### config.mk
export PLATFORM = sky130hd
export DESIGN_NAME = dmem_arbiter
export DESIGN_NICKNAME = d
export VERILOG_FILES = /design/src/rtl/dmem_arbiter.sv
export SDC_FILE = /design/constraint.sdc
export NUM_CORES = 1
export LEC_CHECK = 0
export ABC_AREA = 1
export CAP_MARGIN = 20
export CORE_MARGIN = 2
export CORE_UTILIZATION = 29
export CTS_CLUSTER_DIAMETER = 150
export DETAILED_ROUTE_END_ITERATION = 7
export HOLD_SLACK_MARGIN = 0.05
export PLACE_DENSITY = 0.68
export SKIP_CTS_REPAIR_TIMING = 1
export SLEW_MARGIN = 5
export SYNTH_ARGS = -nofsm -noshare
export SYNTH_HDL_FRONTEND = slang
export SYNTH_SLANG_ARGS = --single-unit
### constraint.sdc
create_clock -name clock -period 1.7 [get_ports clock]
set_input_delay 0.34 -clock clock [delete_from_list [all_inputs] [get_ports clock]]
set_output_delay 0.34 -clock clock [all_outputs]
set_load 0.03 [all_outputs]
### src/rtl/dmem_arbiter.sv
// rtl/dmem_arbiter.sv - two-port round-robin arbiter in front of a single-port synchronous dmem
module dmem_arbiter #(
  parameter int ADDR_W = 12,
  parameter int DATA_W = 32
) (
  input  logic              clock,
  input  logic              reset,
  input  logic              p0_req,
  input  logic              p0_we,
  input  logic [ADDR_W-1:0] p0_addr,
  input  logic [DATA_W-1:0] p0_wdata,
  output logic              p0_gnt,
  output logic              p0_rvalid,
  output logic [DATA_W-1:0] p0_rdata,
  input  logic              p1_req,
  input  logic              p1_we,
  input  logic [ADDR_W-1:0] p1_addr,
  input  logic [DATA_W-1:0] p1_wdata,
  output logic              p1_gnt,
  output logic              p1_rvalid,
  output logic [DATA_W-1:0] p1_rdata,
  output logic [ADDR_W-1:0] mem_address,
  output logic [DATA_W-1:0] mem_data,
  output logic              mem_wren,
  input  logic [DATA_W-1:0] mem_q
);

  typedef enum logic [1:0] {IDLE, ACCESS, READ} state_t;

  state_t              state, state_nxt;
  logic                sel_p1;
  logic                winner_q;
  logic                last_q;
  logic                we_q;
  logic [ADDR_W-1:0]   addr_q;
  logic [DATA_W-1:0]   wdata_q;

  // Port 1 wins when it is the sole requester or when port 0 was granted last.
  always_comb begin
    sel_p1 = p1_req && (!p0_req || !last_q);
  end

  always_ff @(posedge clock or negedge reset) begin
    if (!reset) begin
      state <= IDLE;
    end else begin
      state <= state_nxt;
    end
  end

  always_comb begin
    state_nxt = state;
    case (state)
      IDLE:    if (p0_req || p1_req) state_nxt = ACCESS;
      ACCESS:  state_nxt = we_q ? IDLE : READ;
      READ:    state_nxt = IDLE;
      default: state_nxt = IDLE;
    endcase
  end

  always_comb begin
    p0_gnt   = 1'b0;
    p1_gnt   = 1'b0;
    mem_wren = 1'b0;
    if (state == ACCESS) begin
      p0_gnt   = !winner_q;
      p1_gnt   = winner_q;
      mem_wren = we_q;
    end
  end

  // The request is captured on the sampling edge so a requester may drop req before gnt.
  always_ff @(posedge clock or negedge reset) begin
    if (!reset) begin
      winner_q  <= 1'b0;
      last_q    <= 1'b1;
      we_q      <= 1'b0;
      addr_q    <= '0;
      wdata_q   <= '0;
      p0_rdata  <= '0;
      p1_rdata  <= '0;
      p0_rvalid <= 1'b0;
      p1_rvalid <= 1'b0;
    end else begin
      p0_rvalid <= 1'b0;
      p1_rvalid <= 1'b0;
      if (state == IDLE && (p0_req || p1_req)) begin
        winner_q <= sel_p1;
        last_q   <= sel_p1;
        we_q     <= sel_p1 ? p1_we    : p0_we;
        addr_q   <= sel_p1 ? p1_addr  : p0_addr;
        wdata_q  <= sel_p1 ? p1_wdata : p0_wdata;
      end
      if (state == READ) begin
        if (winner_q) begin
          p1_rdata  <= mem_q;
          p1_rvalid <= 1'b1;
        end else begin
          p0_rdata  <= mem_q;
          p0_rvalid <= 1'b1;
        end
      end
    end
  end

  assign mem_address = addr_q;
  assign mem_data    = wdata_q;

endmodule

==> metrics.md <==
| Metric | Value |
|---|---|
| Type of the most critical hold path | `in -> async` |
| Layout Nets | `1014` |
| Most used DFF post-synth | `dfrtp_1` |
| Min Hold Slack | `406.2 ps` |
| Die W | `137.7 µm` |
| Core Util, Final | `49.96%` |
| Area growth, synth to finish | `67.81%` |
| WP data required | `1360 ps` |
| PortBufs | `238` |
| DRC | `0` |
| Number of global-route vias before repair | `4604` |
| Slowest cell on the critical path | `dfrtp_1` |
| Post-Syn Nets | `776` |
| Yosys top cell by area | `dfrtp_1` |
| Clock root buffer | `clkbuf_16` |
| First-pass GRT wire length | `23.51 mm` |
| WL met3 | `1.713 mm` |
| Final Cycle Share | `91.62%` |
| Max-cap viol count | `0` |
| # IOs | `239` |
| Top cells by count, synth | `nand2_1 (204), inv_1 (127), dfrtp_1 (114)` |
| Register share of total power | `29.0%` |
| Outcome | `finished, final reports clean` |
| RSZ-0062 raised after global routing | `false` |
| Worst reg2reg setup slack | `310 ps` |
| # rows | `48` |
| Worst-path clk slew | `60 ps` |
| Avg Inst Size Synth | `7.977 µm²` |
| WS Path Type | `reg -> out` |
| HPWL after detailed placement | `10.51 mm` |
| Worst-Margin Slew | `386.1 ps` |
| Vias | `4899` |
| Worst rel slew slack | `74.22%` |
| Diode count | `0` |
| CTS Buf Count | `17` |
| Final-report setup violation count | `0` |
| Fillers | `1637` |
| CP Launch Type | `register` |
| Comb pwr share | `51.8%` |
| Pleak | `5.496 nW` |
| DR iter-0 viols | `157` |
| Largest net degree at the start of global routing | `66` |
| WL met1 | `6.557 mm` |
| Layout cells sized above 1 | `7.111%` |
| Die area | `0.01897 mm²` |
| Clk_skew | `5.634 ps` |
| Post-synth EDFFs | `0` |
| Height of the die | `137.7 µm` |
| Net Sw Frac | `43.61%` |
| Most frequent cell after synthesis | `nand2_1` |
| CTS tree | `built` |
| PwrDens | `1923 mW/mm²` |
| Maximum root-to-sink buffer count | `2` |
| Fin. max-slew vios | `0` |
| Max IR drop VDD | `0.001045 V` |
| Uppermost layer routed | `met4` |
| Placed cell area | `0.007858 mm²` |
| Final hold viol count | `0` |
| Routed wire length | `15.51 mm` |
| H-tree depth | `4` |
| Via density | `4.355` |
| Grt total ovfl | `0` |
| Starting Density | `29.77%` |
| Placed Cells | `1092` |
| Yosys warnings | `0` |
| Initial antenna violation count | `0` |
| GRT Resource Usage Total | `16.20%` |
| Worst path arrival time | `1220 ps` |
| Seq cells post-synth | `115` |
| CTS sink count | `115` |
| Largest stage delay, worst path | `380 ps` |
| Final Cell Area | `0.008701 mm²` |
| Mean routed wirelength per cell | `13.78 µm` |
| Met2 routed WL | `7.053 mm` |
| Critical-path cell list | `inv_2 -> nand2_2 -> nor2_1 -> buf_4` |
| Post-synthesis sequential area ratio | `55.53%` |
| Worst-Skew Late Latency | `400 ps` |
| Ys async rst share | `100.0%` |
| Mapped Area | `0.005185 mm²` |
| Switching pwr | `7.296 mW` |
| Fin cells | `1125` |
| Synth top area cells | `dfrtp_1 (55%), nand2_1 (15%), inv_1 (9.2%)` |
| Post-route ant nets | `0` |
| Drt first pass iters | `5` |
| Peak Freq | `0.6420 GHz` |
| Post-layout min period | `1558 ps` |
| CP endpoint kind | `output port` |
| Crit-path max FO | `4` |
| Routability Congestion | `0.8074` |
| Syn Inst Count | `650` |
| Core Area | `0.01742 mm²` |
| Post-synth cell types | `15` |
| Pint | `9.435 mW` |
| Clock network fraction of total power | `19.3%` |
| Yosys top cell area share | `55.02%` |
==> cells by family (layout without fill, tap and decap cells) <==
| logic type | count (synthesis) | in the layout | share of synthesized area (%) |
|---|---|---|---|
| AND/OR/NAND/NOR | 304 | 304 | 24.47 |
| flip-flops | 115 | 115 | 55.53 |
| buffers and inverters | 166 | 416 | 13.73 |
| AO/OA/AOI/OAI | 65 | 65 | 6.274 |
==> cell type report <==
class                   instances  area (µm²)  area share [%]
multi-input cells             369        1614           18.55
clock inverters                12       83.83          0.9635
flip-flops and latches        115        2879           33.09
repair buffers                255        2902           33.35
clock buffers                  19       452.9           5.206
inverters                     130       488.0           5.608
well taps                     225       281.5           3.236
==> worst max-delay path: cells and delay by family, from the launching register on <==
kind                   cells  cell delay (ps)
flip-flops                 1              380
AND/OR/NAND/NOR            2              200
buffers and inverters      2              230
==> per-stage QoR <==
| step | setup slack [ps] | total power [mW] | TNS [ps] |
|---|---|---|---|
| 2_1_floorplan | 433.6 | 9.859 | 0 |
| 3_3_place_gp | 128.1 | 13.68 | 0 |
| 3_5_place_dp | 111.6 | 13.79 | 0 |
| 4_1_cts | -154.3 | 17.11 | -10860 |
| 5_1_grt | 37.80 | 17.85 | 0 |
| 6_report | 142.5 | 16.73 | 0 |
==> worst paths after layout <==
kind,startpoint,endpoint,cells after the start
worst max-delay path,state[1]$_DFFE_PN0P_,mem_wren,4
worst min-delay path,reset,p0_rdata[11]$_DFFE_PN0P_,2
worst max register to register,state[1]$_DFFE_PN0P_,p1_rdata[19]$_DFFE_PN0P_,5
worst min register to register,we_q$_DFFE_PN0P_,state[1]$_DFFE_PN0P_,1
max in group asynchronous,reset,last_q$_DFFE_PN1P_,3
min in group clock,p1_req,mem_data[0]$_DFFE_PN0P_,5
==> cell usage in the layout, fill, tap and decap left out, drive strengths merged, types with 5 or more instances in the layout <==
cell type	n
inv	132
clkinv	5
clkinvlp	5
dlymetal6s2s	110
buf	21
o21ai	65
clkbuf	19
nor2	6
dfrtp	114
clkdlybuf4s50	123
nand2	206
nand3	92
==> routing by layer <==
| metal | vias up | track usage, % |
|---|---|---|
| met5 | - | 0 |
| met4 | 0 | 4.875 |
| met3 | 10 | 7.138 |
| met2 | 218 | 25.82 |
| met1 | 2226 | 19.83 |
| li1 | 2445 | - |
==> registers in the layout, indices dropped and copies added, names as in the netlist <==
register,count
last_q,1
mem_address,12
mem_data,32
p0_rdata,32
p0_rvalid,1
p1_rdata,32
p1_rvalid,1
state,2
we_q,1
winner_q,1
==> power by group through the flow <==
stage          sequential [mW]  clock (mW)  combinational [mW]
2_1_floorplan             7.47           0                2.38
3_3_place_gp              4.90           0                8.78
3_5_place_dp              4.92           0                8.87
4_1_cts                   4.91        3.31                8.89
5_1_grt                   5.02        3.41                9.41
6_report                  4.85        3.22                8.66
(Power assumes the default switching activity.)
==> patch 1: new RTL, same settings <==
The parameter `DATA_W` goes from 32 to 64.
--- a/src/rtl/dmem_arbiter.sv
+++ b/src/rtl/dmem_arbiter.sv
@@ -3,3 +3,3 @@
   parameter int ADDR_W = 12,
-  parameter int DATA_W = 32
+  parameter int DATA_W = 64
 ) (
Interface: changed (6 resized); port bits go from 239 to 431. The function was not compared with the original's and may differ.
==> patch 1 against the unedited design <==
The flow now finishes with violations (negative setup slack). Core utilization shrank 0.19 points. Area after synthesis grew 79%. Via count grew 82%. Non-clock buffer count grew 211. Global-route usage grew 1.1 points. Routed wire length grew 94%. Sequential cell count grew 96. Cell count grew 78%. Setup slack lost 0.20 ns. Register-to-register slack lost 0.17 ns. Count of clock-buffer cells in the layout grew 16. Power grew 84%. Design area grew 81%. Clock skew grew 0.0012 ns. Largest power group unchanged.
==> patch 1: results (changes against the unedited design) <==
- Worst setup path end: p1_gnt
- Post-synth top flop: dfrtp_1
- Seq/Total Area, Yosys: 0.5687 (+0.01345)
- Warnings from Yosys: 0 (unchanged)
- Leak: 9.948 nW (+81%)
- R2R cell count: 4 (-1)
- Max-slew headroom: 0.6397 (-0.1025)
- DR pass1 iterations: 5 (unchanged)
- Max stage delay cell, worst path: dfrtp_2
- Dpl cell area: 14250 um^2 (+81%)
- Layout Nets: 1808 (+78%)
- Slowest cell delay on critical path: 0.45 ns (+0.07 ns)
- Cts bufs inserted: 24 (+7)
- Setup_tns: -0.09131 ns (-0.09131 ns)
- # setup viols final: 3 (+3)
- Vias in the first global route: 8823 (+92%)
- Worst min-delay path class: in2reg
- Ys async rst share: 1.000 (unchanged)
- Clk slew on worst S/H paths: 0.06 ns (about the same)
- Post-Syn Nets: 1385 (+78%)
- Antenna violations before repair: 0 (unchanged)
- Worst r2r dst: p0_rdata[12]
- DP Wirelength: 21.71 mm (+110%)
- H-tree levels: 1 (-3)
- Worst Hold Launch: p1_req
- Reg-to-reg startpoint: winner_q
- First-pass GRT wire length: 46.62 mm (+98%)
- Crit Path Max Fanout: 4 (unchanged)
- Run status: complete, but fails checks
- Library cells used by synthesis: 16 (+1)
- Layout cells sized above 1: 0.05923 (-0.01188)
- Commonest cells post-synth: nand2_1 (365), inv_1 (225), dfrtp_1 (210), nand3_1 (156), o21ai_0 (129)
- Largest net degree at the start of global routing: 73 (+11%)
- Failing checks: negative setup slack
- Final Skew: 0.006861 ns (+0.001227 ns)
- Worst VDD drop: 0.0008533 V (-18%)
- Ant diodes: 0 (unchanged)
- Leading post-synthesis cells by cell area: dfrtp_1 (57%), nand2_1 (15%), inv_1 (9.1%)
- Number of DRC markers in iteration 0: 413 (+160%)
- Clock Path Buffers: 3 (+1)
- GPL Wtd Cong: 0.8282 (+2.6%)
- Routed WL per cell: 14.99 um (+8.7%)
- CTS root buffer: clkbuf_16
- Crit path DAT: 1.41 ns (+0.19 ns)
- Flop2flop setup slack: 0.14 ns (-0.17 ns)
- Total GRT Usage: 0.1726 (+0.01059)
- Final WS setup: -0.05407 ns (-0.1965 ns)
- Insertion delay to the later sink of the worst-skew pair: 0.52 ns (+0.12 ns)
- IO Port Bufs: 430 (+81%)
- Beginning of the critical path: state[1]
- Critical path's top delay family: flip-flops
- Via Count: 8908 (+82%)
[patch 1: cell count changes in the layout (fill, tap and decap cells not counted), moves of 8 or more]
cell,change
o21ai_0,+64
dlymetal6s2s_1,+96
dfrtp_1,+95
clkdlybuf4s50_1,+96
nand2_1,+160
clkbuf_16,+8
inv_1,+98
nand3_1,+64
buf_4,+10
[patch 1: worst min path at each step]
stage / endpoint / slack, ns / cells past startpoint
3_3_place_gp: mem_address[8] / 0.29 / 1
3_5_place_dp: mem_address[4] / 0.29 / 1
4_1_cts: mem_address[4] / -0.27 / 1
5_1_grt: state[0] / 0.26 / 3
6_report: mem_data[44] / 0.24 / 4
2_1_floorplan: mem_address[0] / 0.04 / 0
[patch 1: worst min-delay path, stage by stage]
cell and delay [ns]:
buf_2 0.16, nand3_1 0.10, nand3_1 0.07, nand2_1 0.05
[patch 1: area by class of cell]
class | count | area [um^2]
timing repair buffer | 466 | 5295
fill | 2949 | 15850
inverter | 226 | 848.3
clock buffer | 35 | 733.2
clock inverter | 9 | 150.1
multi-input combinational | 657 | 2893
tap | 402 | 503.0
sequential | 211 | 5283
[patch 1: layer usage]
layer	share of wire	GRT usage	wire length [um]	up-vias
met2	0.48	0.2953	14440	365
met5	0	0	0	-
li1	-	-	-	4370
met1	0.41	0.2172	12390	4130
met3	0.087	0.04210	2610	43
met4	0.021	0.04896	627	0
[patch 1: cells by family (layout without fill, tap and decap cells)]
family,count (synthesis),in the layout,share of synthesized area
buffers and inverters,295,736,0.1260
DFF,211,211,0.5687
AOI/OAI and AO/OA,129,129,0.06952
and+or+nand+nor,528,528,0.2358
[patch 1: where the power goes]
part           total (mW)  switching, mW  internal, mW
logic                16.1           9.83          6.24
registers            9.03           1.43          7.61
clock network        5.66           2.08          3.59
total                30.8           13.3          17.4
[patch 1: stage by stage]
stage	worst slack, ns	std cells	hold slack (ns)	util
3_5_place_dp	0.01827	1960	0.2894	0.4515
6_report	-0.05407	2006	0.2418	0.4977
2_1_floorplan	0.3386	1163	0.04441	-
5_1_grt	-0.1131	2006	0.2581	0.4977
3_3_place_gp	0.04776	1960	0.2901	0.4515
4_1_cts	-0.3283	2004	-0.2721	0.4795
==> patch 2: new RTL, config.mk and constraints unchanged <==
Without the edit above. Reset style: synchronous (`reset`), changed in 2 clocked blocks.
--- a/src/rtl/dmem_arbiter.sv
+++ b/src/rtl/dmem_arbiter.sv
@@ -42,3 +42,3 @@
 
-  always_ff @(posedge clock or negedge reset) begin
+  always_ff @(posedge clock) begin
     if (!reset) begin
@@ -72,3 +72,3 @@
   // The request is captured on the sampling edge so a requester may drop req before gnt.
-  always_ff @(posedge clock or negedge reset) begin
+  always_ff @(posedge clock) begin
     if (!reset) begin
Check against the original RTL: differs if reset is asserted again (counterexample within 4 cycles, from zero or initial values and one cycle with reset low); with reset held inactive, the same outputs for 10 cycles.
==> patch 2 against the unedited design <==
Cell count rose by 8.4%. Synthesized cell count increased by 17%. Highest routed layer unchanged. Largest cell class unchanged. Sequential cell count unchanged. First-iteration DRC count increased by 30%. Die area increased by 2.4%. Count of clock-buffer cells in the layout rose by 2. Register-to-register slack gained 0.15 ns. Routed wire length increased by 11%. Design area is 1.1% higher. Area after synthesis increased by 2.4%. Setup slack worse by 0.068 ns.
Power is not compared: it rests on default switching activity, and its combinational part moved more than twofold at a synthesized area within 25%.
==> patch 2: results (changes against the unedited design) <==
- Layout cells sized above 1: 0.07172 (+0.0006061)
- Reg-to-reg startpoint: state[0]
- Worst VDD drop: 0.0006274 V
- Commonest cells post-synth: nand2_1 (206), dfxtp_1 (115), nor2_1 (97), a21oi_1 (66), nand4_1 (64)
- Beginning of the critical path: state[1]
- Dpl ws: -0.04983 ns (-0.1614 ns)
- Worst r2r dst: mem_data[6]
- Largest net degree at the start of global routing: 47 (-29%)
- Crit Path Max Fanout: 6 (+2)
- Final Skew: 0.01033 ns (+0.004692 ns)
- Max-slew headroom: 0.7173 (-0.02489)
- Seq/Total Area, Yosys: 0.4335 (-0.1218)
- Crit path DAT: 1.29 ns (+0.07 ns)
- Vias in the first global route: 5259 (+14%)
- First-pass GRT wire length: 27.14 mm (+15%)
- Synth Instances: 763 (+17%)
- Post-synth top flop: dfxtp_1
- Total GRT Usage: 0.1731 (+0.01104)
- Routed WL per cell: 14.13 um (+2.5%)
- Ys async rst share: 0 (-1.000)
- DP Wirelength: 11.78 mm (+12%)
- GPL Wtd Cong: 0.8036 (-0.47%)
- Leading post-synthesis cells by cell area: dfxtp_1 (43%), nand2_1 (15%), nand4_1 (7.5%)
- Vias/cell: 4.659 (+7.0%)
- Fill cells: 1715 (+4.8%)
- Library cells used by synthesis: 20 (+5)
- Part of the cycle the worst path needs: 0.9560 (+0.03985)
- Worst setup path end: p0_gnt
- Max stage delay cell, worst path: dfxtp_2
- DR pass1 iterations: 4 (-1)
- Post-Syn Nets: 889 (+15%)
- Number of DRC markers in iteration 0: 204 (+30%)
- Layout Nets: 1104 (+8.9%)
- Run status: finished, final reports clean
- Flop2flop setup slack: 0.46 ns (+0.15 ns)
- Slowest cell delay on critical path: 0.34 ns (-0.04 ns)
- R2R cell count: 7 (+2)
[patch 2: changes by cell type after synthesis, sizes merged, moves of 18 or more]
| cell | unedited run | this run |
|---|---|---|
| dfrtp | 114 | 0 |
| nor2 | 6 | 99 |
| a21oi | 0 | 66 |
| dfxtp | 0 | 115 |
| inv | 130 | 50 |
| clkbuf | 6 | 24 |
| nand4 | 0 | 64 |
| o21ai | 65 | 0 |
| a21boi | 0 | 45 |
| nand3 | 92 | 48 |
[patch 2: layout make-up]
| cell class | count | share of cell area |
|---|---|---|
| clock buffers | 21 | 0.05234 |
| clock inverters | 10 | 0.01237 |
| inverters | 51 | 0.02176 |
| multi-input cells | 530 | 0.2835 |
| flip-flops and latches | 115 | 0.2618 |
| well taps | 229 | 0.03257 |
| repair buffers | 263 | 0.3357 |
[patch 2: kinds of logic (layout without fill, tap and decap cells)]
group | count (synthesis) | after routing | share of synthesized area
flip-flops | 115 | 115 | 0.4335
AO/OA/AOI/OAI | 111 | 111 | 0.1258
buffers and inverters | 118 | 345 | 0.09894
AND/OR/NAND/NOR | 419 | 419 | 0.3418
[patch 2: power by group]
| group | total (mW) | switching (mW) | internal, mW |
|---|---|---|---|
| Combinational | 1.91 | 1.07 | 0.838 |
| Sequential | 2.96 | 0.0878 | 2.87 |
| Clock | 3.47 | 1.26 | 2.21 |
[patch 2: worst min-delay path by stage]
stage / start / end / slack, ns / depth (start not counted)
finish: reset / state[0] / 0.38 / 3
global route: reset / last_q / 0.40 / 3
CTS: reset / state[0] / 0.37 / 3
detailed placement: we_q / state[1] / 0.42 / 1
global placement: we_q / state[1] / 0.42 / 1
floorplan: we_q / state[1] / 0.40 / 1
[patch 2: routing by layer]
layer  routed length (um)  share of wire  global-route usage
met2                 7990           0.46              0.2887
met4                  192          0.011             0.05795
met5                    0              0                   0
met3                 1712          0.099             0.06469
met1                 7327           0.43              0.2055
[patch 2: through the flow]
step | area [um^2] | hold slack (ns) | TNS, ns
CTS | 8514 | 0.3675 | -8.969
detailed placement | 7945 | 0.4200 | -1.123
finish | 8797 | 0.3792 | 0
global placement | 7945 | 0.4224 | -0.3250
global route | 8797 | 0.4030 | -0.04662
floorplan | 5311 | 0.4013 | 0
[patch 2: worst min-delay path, stage by stage]
cell and delay, ns:
buf_2 0.12, inv_2 0.15, nor2_1 0.13
